File: src/rtl/product_acc_pkg.sv
// Shared types and default sizing for the product accumulator and its
// saturating adder.
package product_acc_pkg;

  localparam int ACC_W_DEF   = 16;
  localparam int CNT_W_DEF   = 8;
  localparam int MUL_LAT_DEF = 2;
  localparam int PROD_W      = 8;

  typedef enum logic [1:0] {
    RUN   = 2'd0,
    DRAIN = 2'd1,
    HOLD  = 2'd2
  } state_t;

endpackage

File: src/rtl/product_accumulator_sat_add.sv
// Combinational signed saturating adder: ACC_W-bit accumulator plus a
// PROD_W-bit signed addend, clamped to the accumulator range.
module sat_add
  import product_acc_pkg::*;
#(
  parameter int ACC_W = ACC_W_DEF
) (
  input  logic [ACC_W-1:0]  i_acc,
  input  logic [PROD_W-1:0] i_addend,
  output logic [ACC_W-1:0]  o_sum,
  output logic              o_sat
);

  logic [ACC_W:0] w_wide;

  assign w_wide = {i_acc[ACC_W-1], i_acc}
                + {{(ACC_W+1-PROD_W){i_addend[PROD_W-1]}}, i_addend};

  // Overflow shows up as the two top bits of the widened sum disagreeing;
  // the top bit then tells which rail to clamp to.
  always_comb begin
    o_sum = w_wide[ACC_W-1:0];
    o_sat = 1'b0;
    if (w_wide[ACC_W] != w_wide[ACC_W-1]) begin
      o_sat = 1'b1;
      o_sum = {w_wide[ACC_W], {(ACC_W-1){~w_wide[ACC_W]}}};
    end
  end

endmodule

File: src/rtl/product_accumulator.sv
// Signed multiply-accumulate wrapper around an external registered 8-bit
// multiplier: issues operands, realigns products, emits one sum per frame.
module product_accumulator
  import product_acc_pkg::*;
#(
  parameter int ACC_W   = ACC_W_DEF,
  parameter int CNT_W   = CNT_W_DEF,
  parameter int MUL_LAT = MUL_LAT_DEF
) (
  input  logic              clock,
  input  logic              reset_n,
  input  logic              in_valid,
  output logic              in_ready,
  input  logic [7:0]        in_x,
  input  logic [7:0]        in_y,
  input  logic              in_last,
  output logic [7:0]        mul_x,
  output logic [7:0]        mul_y,
  input  logic [7:0]        mul_product,
  output logic              out_valid,
  input  logic              out_ready,
  output logic [ACC_W-1:0]  out_acc,
  output logic              out_sat,
  output logic [CNT_W-1:0]  out_count
);

  state_t               r_state;
  state_t               w_nextState;
  logic [7:0]           r_mulX;
  logic [7:0]           r_mulY;
  logic [MUL_LAT-1:0]   r_pipeValid;
  logic [MUL_LAT-1:0]   r_pipeLast;
  logic [ACC_W-1:0]     r_acc;
  logic                 r_sat;
  logic [CNT_W-1:0]     r_cnt;
  logic                 r_outValid;
  logic [ACC_W-1:0]     r_outAcc;
  logic                 r_outSat;
  logic [CNT_W-1:0]     r_outCount;

  logic                 w_accept;
  logic                 w_tapValid;
  logic                 w_tapLast;
  logic                 w_finish;
  logic [ACC_W-1:0]     w_sum;
  logic                 w_addSat;
  logic                 w_satNext;
  logic [CNT_W-1:0]     w_cntNext;

  sat_add #(.ACC_W(ACC_W)) u_satAdd (
    .i_acc    (r_acc),
    .i_addend (mul_product),
    .o_sum    (w_sum),
    .o_sat    (w_addSat)
  );

  assign w_accept   = in_valid && in_ready;
  assign w_tapValid = r_pipeValid[MUL_LAT-1];
  assign w_tapLast  = r_pipeLast[MUL_LAT-1];
  assign w_satNext  = r_sat | w_addSat;
  assign w_cntNext  = (&r_cnt) ? r_cnt : r_cnt + CNT_W'(1);

  always_comb begin
    w_nextState = r_state;
    in_ready    = 1'b0;
    w_finish    = 1'b0;
    case (r_state)
      RUN: begin
        in_ready = 1'b1;
        if (w_accept && in_last) w_nextState = DRAIN;
      end
      DRAIN: begin
        if (w_tapValid && w_tapLast) begin
          w_finish    = 1'b1;
          w_nextState = HOLD;
        end
      end
      HOLD: begin
        if (out_ready) w_nextState = RUN;
      end
      default: w_nextState = RUN;
    endcase
  end

  always_ff @(posedge clock or negedge reset_n) begin
    if (!reset_n) begin
      r_state     <= RUN;
      r_mulX      <= '0;
      r_mulY      <= '0;
      r_pipeValid <= '0;
      r_pipeLast  <= '0;
    end else begin
      r_state <= w_nextState;
      if (w_accept) begin
        r_mulX <= in_x;
        r_mulY <= in_y;
      end
      // The tap at MUL_LAT-1 lines up with the multiplier's product register.
      r_pipeValid[0] <= w_accept;
      r_pipeLast[0]  <= w_accept && in_last;
      for (int i = 1; i < MUL_LAT; i++) begin
        r_pipeValid[i] <= r_pipeValid[i-1];
        r_pipeLast[i]  <= r_pipeLast[i-1];
      end
    end
  end

  always_ff @(posedge clock or negedge reset_n) begin
    if (!reset_n) begin
      r_acc      <= '0;
      r_sat      <= 1'b0;
      r_cnt      <= '0;
      r_outValid <= 1'b0;
      r_outAcc   <= '0;
      r_outSat   <= 1'b0;
      r_outCount <= '0;
    end else begin
      if (w_finish) begin
        r_outAcc   <= w_sum;
        r_outSat   <= w_satNext;
        r_outCount <= w_cntNext;
        r_outValid <= 1'b1;
        r_acc      <= '0;
        r_sat      <= 1'b0;
        r_cnt      <= '0;
      end else if (w_tapValid) begin
        r_acc <= w_sum;
        r_sat <= w_satNext;
        r_cnt <= w_cntNext;
      end
      if (r_state == HOLD && out_ready) r_outValid <= 1'b0;
    end
  end

  assign mul_x     = r_mulX;
  assign mul_y     = r_mulY;
  assign out_valid = r_outValid;
  assign out_acc   = r_outAcc;
  assign out_sat   = r_outSat;
  assign out_count = r_outCount;

endmodule

File: config.mk
export PLATFORM = sky130hd
export DESIGN_NAME = product_accumulator
export DESIGN_NICKNAME = d
export VERILOG_FILES = /design/src/rtl/product_acc_pkg.sv /design/src/rtl/product_accumulator_sat_add.sv /design/src/rtl/product_accumulator.sv
export SDC_FILE = /design/constraint.sdc
export NUM_CORES = 1
export LEC_CHECK = 0
export CAP_MARGIN = 20
export CORE_ASPECT_RATIO = 1.5
export CORE_UTILIZATION = 49
export CTS_BUF_LIST = sky130_fd_sc_hd__clkbuf_4
export DETAILED_ROUTE_END_ITERATION = 6
export PLACE_DENSITY = 0.89
export SLEW_MARGIN = 20
export SYNTH_ARGS = -nofsm -noshare
export SYNTH_HDL_FRONTEND = slang
export SYNTH_SLANG_ARGS = --single-unit
File: constraint.sdc
create_clock -name clock -period 2.5 [get_ports clock]
set_clock_uncertainty 0.15 [all_clocks]
set_input_delay 0.375 -clock clock [delete_from_list [all_inputs] [get_ports clock]]
set_output_delay 0.375 -clock clock [all_outputs]
set_load 0.02 [all_outputs]
==> results_dict.tcl <==
set metrics [dict create \
    failed_checks "setup timing" \
    cpMostUsedCell "buf_6" \
    ys_warn_count 0 \
    slew_violations 0 \
    min_period_ns 2.67 \
    drv_cap 0 \
    p_comb_share_pct 64.1 \
    cellPowerDensity_nw_per_um2 1340 \
    io_pins 72 \
    dieArea_um2 8060 \
    post_drt_wl_per_cell_um 20.1 \
    grt_start_max_net_pins 52 \
    path_delay_family "compound AO/OA/AOI/OAI gates" \
    fill_cells 466 \
    p_int_uw 4350 \
    netSwitchingPower_uw 3130 \
    drc 0 \
    path_cells "ha_4, a21oi_4, o21ai_2, a221o_1, buf_6, a21oi_4, buf_6, nor3_4, buf_6, a221o_1" \
    fin_area_um2 5560 \
    nNetsFinal 522 \
    detailedRoute.firstPassIterationCount 5 \
    leakage_uw 0.00244 \
    rows 38 \
    synth_edf_count 0 \
    core_um2 7320 \
    p_clk_share_pct 8.8 \
    setup_ws_ns -0.174 \
    syn_area_um2 3770 \
    grt_pass1_wl_mm 17.0 \
    synth_top_area_share_pct 48.4 \
    antennaDiodeCount 0 \
    path_buf_inv 3 \
    initialDrtViolationCount 253 \
    synthDistinctLibCells 54 \
    crit_type "flop to flop" \
    avgSynthCellArea_um2 11.4 \
    ys_top_cells_by_area "dfrtp_1 48%, a221o_1 8.0%, ha_1 5.6%" \
    cts_buffer_depth 2 \
    rsz0062_at_grt "true" \
    globalplace.congestion 0.929 \
    vias 3517 \
    max_stage_delay_ns 0.45 \
    postPlaceCellArea_um2 5020 \
    crit_fanout 8 \
    synthToLayoutAreaGrowth_pct 47.3 \
    tightest_slew_ns 0.645 \
    gr-usage-all-layers_pct 28.1 \
    cts_htree_levels 3 \
    maxClockFrequency_ghz 0.374 \
    fin_crit_sh_pct 107 \
    drive_gt1_share_pct 31.7 \
    synth_fp_nets 379 \
    ir_drop_mv 0.882 \
    hpwl_mm 7.20 \
    synthFlopType "dfrtp_1" \
    synthArstFlopShare_pct 100 \
    cts.clk_slew.worst_paths_ns 0.13 \
    grt_pass1_vias 3578 \
    start_util_pct 51.5 \
    worstSkewPairLatency_ns 0.45 \
    drt-vias-per-instance 6.06 \
    synth_top_area_cell "dfrtp_1" \
    port_buffers 71 \
    antenna_found_initial 0 \
    pre_cts_slack_ns -0.950 \
    cts_tree "yes" \
    hp-class "flop to flop" \
    rr_startpoint "r_acc[9]" \
    die_x_um 73.7 \
    hold_viol_final 0 \
    crit_slowest_cell "a221o_1" \
    endpoint_kind "flop" \
    cts_made_buffers 9 \
    start_kind "flop" \
    syn-instance-count 332 \
    outcome "finished, violations left" \
    seq_power_share_pct 27.1 \
    slew_headroom_pct 56.7 \
    swShare_pct 41.9 \
    yosysSeqAreaShare_pct 48.4 \
    postRouteAntennaNets 0 \
    ys_ff_latch 73 \
    critPathArrivalTime_ns 2.86 \
    totalWireLength_mm 11.6 \
    multi_input_area_um2 2150 \
    cp.required_ns 2.68 \
    die-height_um 109 \
    finalSetupViolCount 31 \
    critPathLaunch "r_acc[9]" \
    min_from "r_pipeLast[0]" \
    root_buffer "clkbuf_4" \
    seqCellArea_um2 1830 \
    numClockSinks 73 \
    grt_overflow_total 0 \
]
## sequential cells by signal (all words and copies together) (netlist names)
register     count
r_sat            1
r_state          2
out_valid        1
out_acc         16
out_sat          1
r_pipeValid      2
mul_y            8
out_count        8
r_cnt            8
mul_x            8
r_pipeLast       2
r_acc           16
## path summary, 6_finish.rpt
kind	end	slack [ns]	cells past startpoint
max	out_acc[5]	-0.17	10
min	r_pipeLast[1]	0.22	0
max reg2reg	out_acc[5]	-0.17	10
min reg2reg	r_pipeLast[1]	0.22	0
max in group asynchronous	out_count[1]	1.24	3
min in group asynchronous	r_acc[12]	0.28	2
## logic make-up (layout without fill, tap and decap cells)
group                    count (synthesis)  after routing  share of synthesized area [%]
AO/OA/AOI/OAI                          101            101                           21.6
AND/OR/NAND/NOR                         86             86                           11.9
flip-flops                              73             73                           48.4
multiplexers                            20             20                           6.17
buffers and inverters                   19            167                           2.35
adder cells (fa/ha/maj)                 18             18                           6.17
XOR/XNOR                                15             15                           3.48
## Yosys cell counts (2+ instances only)
library cell,number
o21ai_1,5
a221o_1,30
nand3_1,4
buf_2,2
nor3_1,5
buf_6,2
nand2_1,29
and2_1,6
a21o_1,8
o21ai_0,19
mux2i_1,3
mux2_2,16
a31o_2,2
nand2b_1,6
nor2_1,17
and3_1,5
o2bb2ai_1,2
a21oi_1,14
clkbuf_1,7
a21oi_2,2
inv_1,6
xnor2_1,10
o211ai_1,2
o31ai_1,3
nor2b_1,6
ha_1,17
dfrtp_1,73
xor2_1,5
## layout make-up
type                    instances  area share [%]
clock buffers                  10            1.35
clock inverters                 6           0.630
inverters                       7           0.473
multi-input cells             240            38.7
flip-flops and latches         73            32.9
well taps                     100            2.25
repair buffers                144            23.8
## through the flow
step | hold WS (ns) | setup TNS, ns | instances | total power (uW) | util [%]
after detailed placement | 0.194 | -28.96 | 549 | 5990 | 68.6
after CTS | 0.218 | -1.66 | 572 | 6880 | 72.7
after floorplan | -0.0706 | 0 | 332 | 4290 | -
after global routing | 0.231 | -6.21 | 580 | 7810 | 75.9
after global placement | 0.185 | -25.27 | 549 | 5820 | 68.6
final | 0.216 | -4.29 | 580 | 7480 | 75.9
## what timing repair did
action	in CTS	in global routing
setup buffers	6	8
endpoints found under the hold margin	22	0
setup endpoints to repair	34	32
pin swaps	10	21
hold buffers	1	0
resized for setup	25	34
## cell usage in the layout (no fill, tap or decap), types with 8 or more instances in the layout
master	n
dfrtp_1	73
o21ai_0	19
nor2_1	16
buf_6	14
clkdlybuf4s50_1	67
clkbuf_4	10
mux2_2	16
a221o_1	30
a21o_1	8
buf_4	57
xnor2_1	10
a21oi_1	11
ha_4	9
nand2_1	27
## power groups by stage
stage          registers, uW  clock network (uW)  logic [uW]
3_3_place_gp            1970                   0        3840
4_1_cts                 1990                 653        4240
3_5_place_dp            2000                   0        4000
6_report                2020                 658        4790
2_1_floorplan           2300                   0        2000
5_1_grt                 2080                 705        5030
## layer usage
metal / vias to the layer above / share of wire, % / GRT usage, %
met2: 158 / 54 / 50.6
met4: 0 / 5.6 / 18.8
met3: 56 / 5.0 / 4.67
li1: 1535 / - / -
met5: - / 0 / 0
met1: 1768 / 35 / 29.5
No activity file was read; power rests on OpenSTA's default activity.
